<file path="config.mk">
export PLATFORM = sky130hd
export DESIGN_NAME = cmp_filter_seq
export DESIGN_NICKNAME = d
export VERILOG_FILES = /design/src/rtl/cmp_filter_seq.sv
export SDC_FILE = /design/constraint.sdc
export NUM_CORES = 1
export LEC_CHECK = 0
export BUFFER_PORTS_ARGS = -buffer_cell sky130_fd_sc_hd__buf_2
export CAP_MARGIN = 20
export CORE_MARGIN = 4
export CORE_UTILIZATION = 54
export DETAILED_ROUTE_END_ITERATION = 8
export GPL_TIMING_DRIVEN = 0
export PLACE_DENSITY_LB_ADDON = 0.12
export SLEW_MARGIN = 20
export SYNTH_ARGS = -nofsm -noshare
export SYNTH_HDL_FRONTEND = slang
export SYNTH_SLANG_ARGS = --single-unit
export TNS_END_PERCENT = 20
</file>
<file path="constraint.sdc">
create_clock -name clk -period 2.24 [get_ports clk]
set_clock_uncertainty 0.15 [all_clocks]
set_input_delay 0.336 -clock clk [delete_from_list [all_inputs] [get_ports clk]]
set_output_delay 0.336 -clock clk [all_outputs]
set_load 0.1 [all_outputs]
</file>
<file path="src/rtl/cmp_filter_seq.sv">
// cmp_filter_seq -- sequencer for the complementary attitude filter.
//
// Decimates IMU sample-ready pulses, fires a single-cycle enable strobe into
// the filter, then holds a valid/ready attitude handshake towards the PID
// stage. Samples arriving while a filter transaction is in flight are
// dropped and counted in a saturating overrun counter.
//
// Optional feature macro: CMP_SEQ_WDOG_EN
//   defined   -> no-sample watchdog in WAIT; expiry enters a sticky FAULT
//                state that is left only by dropping start.
//   undefined -> no watchdog logic, imu_fault tied low, TIMEOUT_CYC unused.
//
// Ports:
//   clk        in   system clock
//   rst_n      in   asynchronous active-low reset
//   start      in   level: 1 = run the loop, 0 = stop / clear fault
//   imu_valid  in   one-cycle pulse, new angles stable on filter inputs
//   imu_ready  out  sequencer can accept a sample (WAIT)
//   filt_en    out  one-cycle enable strobe to the filter (FILTER)
//   att_valid  out  filter outputs hold a fresh attitude (PRESENT)
//   att_ready  in   PID consumed the attitude
//   busy       out  state is FILTER or PRESENT
//   imu_fault  out  sticky watchdog fault
//   ovr_cnt    out  saturating count of dropped samples
module cmp_filter_seq #(
    parameter int unsigned DIV         = 1,
    parameter int unsigned TIMEOUT_CYC = 2_500_000,
    parameter int unsigned OVR_W       = 8
) (
    input  logic             clk,
    input  logic             rst_n,
    input  logic             start,
    input  logic             imu_valid,
    output logic             imu_ready,
    output logic             filt_en,
    output logic             att_valid,
    input  logic             att_ready,
    output logic             busy,
    output logic             imu_fault,
    output logic [OVR_W-1:0] ovr_cnt
);

    localparam logic [2:0] S_IDLE    = 3'd0;
    localparam logic [2:0] S_WAIT    = 3'd1;
    localparam logic [2:0] S_FILTER  = 3'd2;
    localparam logic [2:0] S_PRESENT = 3'd3;
    localparam logic [2:0] S_FAULT   = 3'd4;

    localparam logic [7:0]       DEC_LAST = 8'(DIV - 1);
    localparam logic [OVR_W-1:0] OVR_MAX  = '1;

    logic [2:0]       state_q, state_d;
    logic [7:0]       dec_q, dec_d;
    logic [OVR_W-1:0] ovr_q, ovr_d;
    logic             imu_ready_q, filt_en_q, att_valid_q, busy_q;
    logic             wd_clr, wd_inc, wd_expired;

    always_comb begin
        state_d = state_q;
        dec_d   = dec_q;
        ovr_d   = ovr_q;
        wd_clr  = 1'b0;
        wd_inc  = 1'b0;

        // A sample landing outside IDLE/WAIT cannot be used: drop and count it.
        if (imu_valid && (state_q != S_IDLE) && (state_q != S_WAIT) && (ovr_q != OVR_MAX)) begin
            ovr_d = ovr_q + 1'b1;
        end

        case (state_q)
            S_IDLE: begin
                if (start) begin
                    state_d = S_WAIT;
                    dec_d   = '0;
                    wd_clr  = 1'b1;
                end
            end
            S_WAIT: begin
                if (imu_valid) begin
                    // An accepted sample always finishes its bookkeeping, even
                    // when start drops on the same edge.
                    wd_clr = 1'b1;
                    if (dec_q == DEC_LAST) begin
                        dec_d   = '0;
                        state_d = S_FILTER;
                    end else begin
                        dec_d = dec_q + 8'd1;
                        if (!start) begin
                            state_d = S_IDLE;
                        end
                    end
                end else if (!start) begin
                    state_d = S_IDLE;
                end else if (wd_expired) begin
                    state_d = S_FAULT;
                end else begin
                    wd_inc = 1'b1;
                end
            end
            S_FILTER: begin
                state_d = S_PRESENT;
            end
            S_PRESENT: begin
                if (att_ready) begin
                    state_d = start ? S_WAIT : S_IDLE;
                end
            end
            S_FAULT: begin
                if (!start) begin
                    state_d = S_IDLE;
                end
            end
            default: begin
                state_d = S_IDLE;
            end
        endcase
    end

    // Outputs are registered from the next state so they line up with it.
    always_ff @(posedge clk or negedge rst_n) begin
        if (!rst_n) begin
            state_q     <= S_IDLE;
            dec_q       <= '0;
            ovr_q       <= '0;
            imu_ready_q <= 1'b0;
            filt_en_q   <= 1'b0;
            att_valid_q <= 1'b0;
            busy_q      <= 1'b0;
        end else begin
            state_q     <= state_d;
            dec_q       <= dec_d;
            ovr_q       <= ovr_d;
            imu_ready_q <= (state_d == S_WAIT);
            filt_en_q   <= (state_d == S_FILTER);
            att_valid_q <= (state_d == S_PRESENT);
            busy_q      <= (state_d == S_FILTER) || (state_d == S_PRESENT);
        end
    end

`ifdef CMP_SEQ_WDOG_EN
    localparam int unsigned      WD_W    = $clog2(TIMEOUT_CYC);
    localparam logic [WD_W-1:0]  WD_LAST = WD_W'(TIMEOUT_CYC - 1);

    logic [WD_W-1:0] wd_q, wd_d;
    logic            fault_q;

    // The counter only advances while waiting; the sample that starts a
    // transaction clears it, so it restarts from zero on the return to WAIT.
    assign wd_expired = (wd_q == WD_LAST);

    always_comb begin
        wd_d = wd_q;
        if (wd_clr) begin
            wd_d = '0;
        end else if (wd_inc) begin
            wd_d = wd_q + 1'b1;
        end
    end

    always_ff @(posedge clk or negedge rst_n) begin
        if (!rst_n) begin
            wd_q    <= '0;
            fault_q <= 1'b0;
        end else begin
            wd_q    <= wd_d;
            fault_q <= (state_d == S_FAULT);
        end
    end

    assign imu_fault = fault_q;
`else
    logic unused_wdog;

    assign wd_expired  = 1'b0;
    assign unused_wdog = (TIMEOUT_CYC == 0) | wd_clr | wd_inc;
    assign imu_fault   = 1'b0;
`endif

    assign imu_ready = imu_ready_q;
    assign filt_en   = filt_en_q;
    assign att_valid = att_valid_q;
    assign busy      = busy_q;
    assign ovr_cnt   = ovr_q;

endmodule
</file>
==> run summary <==
FFs w/ async S/R, synth = 100.0%
PnR worst setup slack = 0.3867 ns
pin count of the biggest net entering global routing = 24
Worst Setup Start Kind = flop
Tcrit/Tclk final = 82.73%
Synth cell types = 34
critical path peak fanout = 7
drt pass-1 iters = 4
Setup crit end = dec_q[5]$_DFFE_PN0P_
gr usage total = 16.82%
DRT iter0 DRCs = 18
global placement routability congestion = 0.7879
clk buf depth = 2
CP max-delay cell = a211oi_4
dpl cell area = 1281 µm²
r2r worst-path depth = 6
Final Max Slew Viols = 0
H-tree depth = 1
Sink Count = 23
worst min-delay path class = primary input to flop
total gr overflow = 0
die area = 2964 µm²
FF-to-FF Start = dec_q[0]$_DFFE_PN0P_
FMAX = 539.6 MHz
initial core utilization = 58.19%
worst vdd ir = 889.0 µV
LEAKAGE = 0.6428 nW
sequential-to-total area share from yosys stat = 49.41%
IO buf count = 16
Final #Nets = 138
Ports = 18
Placed Cells = 151
number of synthesized flops with an enable pin = 0
Avg WL per Cell = 13.32 µm
DRC = 0
RSZ-0062 raised after global routing = false
crit path cell chain = inv_1, ha_1, nor3b_4, a211oi_4, nand4_1, mux2i_1
CP max stage delay = 0.43 ns
initial antenna violation count = 0
core area = 2002 µm²
hold path startpoint = start
origin of the worst setup path = dec_q[0]$_DFFE_PN0P_
Die X = 54.45 µm
Critical R2R Capture = dec_q[5]$_DFFE_PN0P_
first-pass GRT wire length = 3588 µm
R2R setup slack = 0.39 ns
post-route cell area = 1319 µm²
Root Driver = clkbuf_4
Slew headroom = 66.28%
WS Path Type = flop to flop
vias in the first global route = 857
remaining antenna violation count = 0
status = finished clean
endpoint class of the critical path = flop
Synth Flop Type = dfrtp_1
Synth Instances = 108
Warnings, synthesis = 0
CTS tree = done
synthesis-stage register bit count = 23
Die Height = 54.45 µm
Mapped Nets = 116
final core utilization = 65.88%
Non-Filler Instances = 156
total wire length = 2078 µm
worst slew pin tran = 0.5058 ns
DP HPWL = 1521 µm
std cell rows = 16
max-cap viol count = 0
pre-CTS setup slack = 0.4248 ns
n_diodes = 0
# setup viols final = 0
filler cell count = 176
vias per cell = 5.628
Fin. Hold Viols = 0
worst-skew pair later-pin latency = 0.31 ns
setup bufs post-CTS = 0
worst hold slack = 0.1225 ns
pwr dens = 1364 nW/µm²
WP data arrival = 1.93 ns
clock-pin slew on the worst setup and hold paths = 0.13 ns
Power, Total = 1.799 mW
syn_area_per_cell = 10.79 µm²
layout cell share with drive strength beyond 1 = 26.36%
minimum clock period = 1.853 ns
Num CTS Buffers = 3
Area growth, synth to finish = 13.21%
Post-Syn Area = 1165 µm²
via count = 878
setup TNS = 0 ns
CP required = 2.32 ns
final cells by class:
class | instances | area, µm² | area share, %
inverter | 5 | 18.77 | 1.423
clock buffer | 3 | 22.52 | 1.708
multi-input combinational | 76 | 540.5 | 40.99
clock inverter | 1 | 5.005 | 0.3795
buffer | 4 | 30.03 | 2.277
timing repair buffer | 17 | 90.09 | 6.831
sequential | 23 | 578.1 | 43.83
tap | 27 | 33.78 | 2.562
power by group:
part	leakage, nW	switching [mW]	internal [mW]
registers	0.302	0.0916	0.517
clock network	0.0177	0.122	0.0666
logic	0.323	0.782	0.221
total	0.643	0.995	0.804
per-layer routing:
metal  track usage [%]  vias up  wire length [µm]
li1                  -      419                 -
met1             20.07      429               893
met2             29.68       26              1048
met3             2.452        4               109
met4             7.469        0                25
met5                 0        -                 0
worst max-delay path, delay by kind of cell (launching register included):
| kind | cells | cell delay, ns |
|---|---|---|
| AOI/OAI and AO/OA | 1 | 0.43 |
| DFF | 1 | 0.41 |
| and+or+nand+nor | 2 | 0.34 |
| adders and majority gates | 1 | 0.20 |
| muxes | 1 | 0.16 |
| buffers and inverters | 1 | 0.08 |
cell families after synthesis:
group | Yosys count | synth area share [%]
mux | 5 | 4.511
flops | 23 | 49.41
simple gates | 42 | 21.27
other cells | 1 | 0.3219
xor+xnor | 7 | 5.263
compound gates | 18 | 11.81
fa+ha+maj | 3 | 3.223
buf+inv | 9 | 4.189
sequential cells by signal, indices dropped and copies added (netlist names):
register / flops
dec_q: 8
ovr_cnt: 8
state_q: 3
att_valid: 1
busy: 1
filt_en: 1
imu_ready: 1
how the worst min path moves through the flow:
stage	to	slack, ns	depth (start not counted)
2_1_floorplan	att_valid$_DFF_PN0_	-0.11	0
3_3_place_gp	ovr_cnt[5]$_DFFE_PN0P_	0.18	1
3_5_place_dp	ovr_cnt[4]$_DFFE_PN0P_	0.18	1
4_1_cts	state_q[0]$_DFF_PN0_	0.12	3
5_1_grt	state_q[0]$_DFF_PN0_	0.14	3
6_report	state_q[0]$_DFF_PN0_	0.12	3
cell usage after synthesis, types with 2 or more instances:
| library cell | n | area (µm²) |
|---|---|---|
| inv_1 | 5 | 18.77 |
| ha_1 | 3 | 37.54 |
| a21oi_1 | 7 | 35.03 |
| nand2b_1 | 2 | 12.51 |
| nor2_1 | 6 | 22.52 |
| mux2i_1 | 3 | 30.03 |
| or2_1 | 2 | 12.51 |
| mux2_2 | 2 | 22.52 |
| a211oi_4 | 2 | 40.04 |
| nand3_1 | 9 | 45.04 |
| nor3_1 | 3 | 15.01 |
| nand4_1 | 4 | 25.02 |
| nand2_1 | 7 | 26.28 |
| and3_1 | 3 | 18.77 |
| a31oi_1 | 4 | 25.02 |
| dfrtp_1 | 23 | 575.6 |
| xor2_1 | 6 | 52.55 |
layout by cell type (no fill, tap or decap), types with 2 or more instances in the layout:
master	netlist	layout
a211oi_4	2	2
nor2_1	6	6
nand3_1	9	9
dfrtp_2	0	2
ha_1	3	3
mux2_2	2	2
nand2b_1	2	2
nor3_1	3	3
inv_1	5	5
and3_1	3	3
a31oi_1	4	4
buf_2	0	16
clkbuf_4	1	4
nand4_1	4	4
dfrtp_1	23	21
nand2_1	7	7
or2_1	2	2
mux2i_1	3	3
a21oi_1	7	7
xor2_1	6	6
what timing repair did:
| action | 4_1_cts | 5_1_grt |
|---|---|---|
| hold buffers | 1 | 0 |
| resized for setup | 0 | 0 |
| endpoints found under the hold margin | 23 | 0 |
Note: power is estimated with default switching activity, not from simulation.
